**src/rtl/ifc_reduce_pkg.sv**
```systemverilog
// Shared types for the handshaked N-input reduction unit.
// Optional consumed-result counter is enabled by defining IFC_REDUCE_COUNT_EN.
package ifc_reduce_pkg;

    typedef enum logic [1:0] {
        OP_OR  = 2'd0,
        OP_AND = 2'd1,
        OP_XOR = 2'd2,
        OP_NOR = 2'd3
    } reduce_op_e;

    localparam int COUNT_W = 16;

endpackage

```
**src/rtl/ifc_reduce_slot.sv**
```systemverilog
// One-entry operand register with valid bit; accepts a load only while empty.
module ifc_reduce_slot
    import ifc_reduce_pkg::*;
#(
    parameter int WIDTH = 1
) (
    input  logic             clk,
    input  logic             rst_n,
    input  logic             load,
    input  logic             clear,
    input  logic [WIDTH-1:0] data,
    output logic [WIDTH-1:0] q,
    output logic             vld,
    output logic             rdy
);

    assign rdy = !vld;

    // A load against a full slot is dropped silently; clear only happens when full.
    always_ff @(posedge clk or negedge rst_n) begin
        if (!rst_n) begin
            q   <= '0;
            vld <= 1'b0;
        end else if (clear) begin
            vld <= 1'b0;
        end else if (load && rdy) begin
            q   <= data;
            vld <= 1'b1;
        end
    end

endmodule

```
**src/rtl/ifc_reduce_gate.sv**
```systemverilog
// Handshaked N-input bitwise OR/AND/XOR/NOR reduction with a one-entry result register.
// Define IFC_REDUCE_COUNT_EN to add the y_count consumed-result counter port.
module ifc_reduce_gate
    import ifc_reduce_pkg::*;
#(
    parameter int NUM_IN = 2,
    parameter int WIDTH  = 1
) (
    input  logic                    CLK,
    input  logic                    RST_N,
    input  logic [NUM_IN*WIDTH-1:0] in_data,
    input  logic [NUM_IN-1:0]       in_en,
    output logic [NUM_IN-1:0]       in_rdy,
    input  logic [1:0]              op_sel,
    output logic [WIDTH-1:0]        y_data,
    output logic                    y_rdy,
    input  logic                    y_en
`ifdef IFC_REDUCE_COUNT_EN
    ,
    output logic [COUNT_W-1:0]      y_count
`endif
);

    // Handshake: an operand transfers on channel i when in_en[i] && in_rdy[i] at a
    // rising edge; a result transfers when y_en && y_rdy at a rising edge.
    logic [WIDTH-1:0]  slot_data [NUM_IN];
    logic [NUM_IN-1:0] slot_vld;
    logic              fire;
    logic              drain;
    logic [WIDTH-1:0]  reduced;

    assign fire  = (&slot_vld) && (!y_rdy || y_en);
    assign drain = y_en && y_rdy;

    for (genvar i = 0; i < NUM_IN; i++) begin : g_slot
        ifc_reduce_slot #(.WIDTH(WIDTH)) u_slot (
            .clk   (CLK),
            .rst_n (RST_N),
            .load  (in_en[i]),
            .clear (fire),
            .data  (in_data[i*WIDTH +: WIDTH]),
            .q     (slot_data[i]),
            .vld   (slot_vld[i]),
            .rdy   (in_rdy[i])
        );
    end

    always_comb begin
        logic [WIDTH-1:0] acc_or;
        logic [WIDTH-1:0] acc_and;
        logic [WIDTH-1:0] acc_xor;
        acc_or  = '0;
        acc_and = '1;
        acc_xor = '0;
        for (int i = 0; i < NUM_IN; i++) begin
            acc_or  = acc_or  | slot_data[i];
            acc_and = acc_and & slot_data[i];
            acc_xor = acc_xor ^ slot_data[i];
        end
        case (reduce_op_e'(op_sel))
            OP_OR:   reduced = acc_or;
            OP_AND:  reduced = acc_and;
            OP_XOR:  reduced = acc_xor;
            OP_NOR:  reduced = ~acc_or;
            default: reduced = acc_or;
        endcase
    end

    // A fire on the drain edge replaces the old result, so y_rdy stays set.
    always_ff @(posedge CLK or negedge RST_N) begin
        if (!RST_N) begin
            y_data <= '0;
            y_rdy  <= 1'b0;
        end else if (fire) begin
            y_data <= reduced;
            y_rdy  <= 1'b1;
        end else if (drain) begin
            y_rdy  <= 1'b0;
        end
    end

`ifdef IFC_REDUCE_COUNT_EN
    always_ff @(posedge CLK or negedge RST_N) begin
        if (!RST_N) begin
            y_count <= '0;
        end else if (drain) begin
            y_count <= y_count + 1'b1;
        end
    end
`endif

endmodule

```
**config.mk**
```make
export PLATFORM = sky130hd
export DESIGN_NAME = ifc_reduce_gate
export DESIGN_NICKNAME = d
export VERILOG_FILES = /design/src/rtl/ifc_reduce_pkg.sv /design/src/rtl/ifc_reduce_slot.sv /design/src/rtl/ifc_reduce_gate.sv
export SDC_FILE = /design/constraint.sdc
export NUM_CORES = 1
export LEC_CHECK = 0
export ABC_AREA = 1
export CAP_MARGIN = 20
export CORE_AREA = 2 2 39 41
export DETAILED_ROUTE_END_ITERATION = 12
export DIE_AREA = 0 0 41 43
export GPL_ROUTABILITY_DRIVEN = 1
export RECOVER_POWER = 25
export SLEW_MARGIN = 20
export SYNTH_ARGS = -nofsm -noshare
export SYNTH_HDL_FRONTEND = slang
export SYNTH_SLANG_ARGS = --single-unit
```
**constraint.sdc**
```tcl
create_clock -name CLK -period 1.3 [get_ports CLK]
set_clock_uncertainty 0.1 [all_clocks]
set_input_delay 0.26 -clock CLK [delete_from_list [all_inputs] [get_ports CLK]]
set_output_delay 0.26 -clock CLK [all_outputs]
set_load 0.03 [all_outputs]
```
==> run summary <==
status: finished clean
Post-Layout Cell Count: 69
ys async rst share: 100.0%
IO Port Bufs: 12
Mapped Cells: 40
WS Path Type: register to primary output
placed cell area: 431.7 um^2
Routed Antenna Nets: 0
Max Root-Sink Buffers: 2
WP data arrival: 870 ps
ys flop type: dfrtp_1
Num Clock Sinks: 6
Nets: 66
Tcrit/Tclk final: 94.81%
initial antenna violation count: 0
register area share after synthesis: 47.43%
Synth area leaders: dfrtp_1 47%, nand2_1 13%, inv_1 11%
most frequent cells after synthesis: 11 x nand2_1, 9 x inv_1, 6 x dfrtp_1
Initial Util: 22.88%
Worst setup SP type: register
I/O pin cnt: 13
FF-to-FF path depth: 6
Total Routed Length: 601 um
postcts setup bufs: 0
setup violators final: 0
setup slack after layout: 67.52 ps
routed len/inst: 8.710 um
hpwl dp: 509.8 um
drt initial violations: 5
RD Place Congestion: 0.6752
crit end category: primary output
syn_area_per_cell: 7.914 um^2
TritonCTS Buffers: 3
vias per cell: 4.275
Seq cells post-synth: 6
first-pass GRT wire length: 979 um
R2R Path End: y_data
Post-synth EDFFs: 0
H-tree depth: 1
HP Class: input port to asynchronous set/reset pin
Synth-to-Final Area Change: 43.48%
share of the synthesized area in the top cell type: 47.43%
Finished Cell Area: 454.2 um^2
die height: 43 um
die area: 1763 um^2
final hold vios: 0
Rel. slew slack: 80.32%
CP Data Required Time: 940 ps
CTS tree: built
pin count of the biggest net entering global routing: 7
# diodes: 0
top-count cell post-synth: nand2_1
Vias: 295
Die W: 41 um
# fillers: 148
hold_buf cts: 0
final critical-path required period: 1232 ps
placed insts: 66
Clock Latency Late Sink: 240 ps
Root Driver: clkbuf_4
setup slack, reg-to-reg: 130 ps
number of global-route vias before repair: 264
Power Dens Cells: 2216 nW/um^2
hold slack: 233.0 ps
Reg clk slew, reported paths: 50 ps
Core Rows: 14
post-synthesis cell type count: 10
RSZ-0062 raised after global routing: no
Synth Net Count: 51
Max Cap Viol: 0
post-CTS sizing: 0
Max IR drop VDD: 0.7639 mV
DRC: 0
core region area: 1384 um^2
Yosys Warn Count: 0
Yosys top cell by area: dfrtp_1
fraction of layout cells with a size suffix above 1: 15.09%
Slew @ Worst Pin: 294.2 ps
RR Startpoint: g_slot[0].u_slot.q
total track usage: 8.476%
LEAKAGE: 0.2399 nW
Layout Utilization: 32.82%
GRT overflow: 0
pre-CTS setup slack: -37.67 ps
Max Slew Vio Count: 0
fmax: 811.4 MHz
synthesized area: 316.6 um^2
first-pass iteration count of the detailed router: 2
Critical Path Fanout Max: 3
-- layout make-up --
cell class,count,area (um^2),share of cell area [%]
Tap cell,16,20.02,4.408
Inverter,9,33.78,7.438
Clock buffer,3,22.52,4.959
Sequential cell,6,150.1,33.06
Timing Repair Buffer,12,110.1,24.24
Multi-Input combinational cell,23,117.6,25.90
-- layer usage --
layer | vias to the layer above | share of wire, % | global-route usage [%]
li1 | 145 | - | -
met1 | 138 | 44 | 10.46
met2 | 12 | 45 | 11.56
met3 | 0 | 11 | 6.283
met4 | 0 | 0 | 2.000
met5 | - | 0 | 0
-- sequential cells by signal, indices dropped and copies added (netlist names) --
register           count
g_slot.u_slot.vld      2
y_rdy                  1
y_data                 1
g_slot.u_slot.q        2
-- cell families (layout without fill, tap and decap cells) --
family	after synthesis	count (layout)	synth area share, %
simple gates	16	16	20.16
buf+inv	11	24	15.41
flops	6	6	47.43
compound gates	5	5	9.092
fa+ha+maj	2	2	7.904
-- stage by stage --
stage	total power, mW	setup TNS, ps
after global placement	0.8359	-11.37
after floorplan	0.7105	0
after CTS	1.029	0
after global routing	1.098	0
after detailed placement	0.8499	-37.67
final	1.007	0
-- how the worst max path moves through the flow --
| stage | from | to | slack [ps] |
|---|---|---|---|
| floorplan | g_slot[0].u_slot.q | y_data | 210 |
| detailed placement | y_en | y_data | -40 |
| CTS | g_slot[1].u_slot.vld | in_rdy[1] | 50 |
| global route | g_slot[1].u_slot.vld | in_rdy[1] | 20 |
| global placement | y_en | y_data | -10 |
| finish | g_slot[1].u_slot.vld | in_rdy[1] | 70 |
-- power breakdown --
part | internal [mW] | leakage, nW | switching (mW)
Combinational | 0.192 | 0.157 | 0.309
Sequential | 0.282 | 0.0687 | 0.0538
Clock | 0.104 | 0.0138 | 0.0658
Total | 0.578 | 0.240 | 0.428
-- worst max-delay path: stages (launching register included) --
cell	delay, ps
dfrtp_1	380
inv_1	90
buf_4	160
-- layout by cell type (no fill, tap or decap) --
master	n
a21oi_2	1
a21oi_1	2
clkdlybuf4s50_1	7
dlygate4sd3_1	1
inv_1	9
nand3_1	3
nor2_1	2
nand2_1	11
clkbuf_4	3
o21ai_0	2
dfrtp_1	6
buf_4	4
ha_1	2
(Power assumes the default switching activity.)
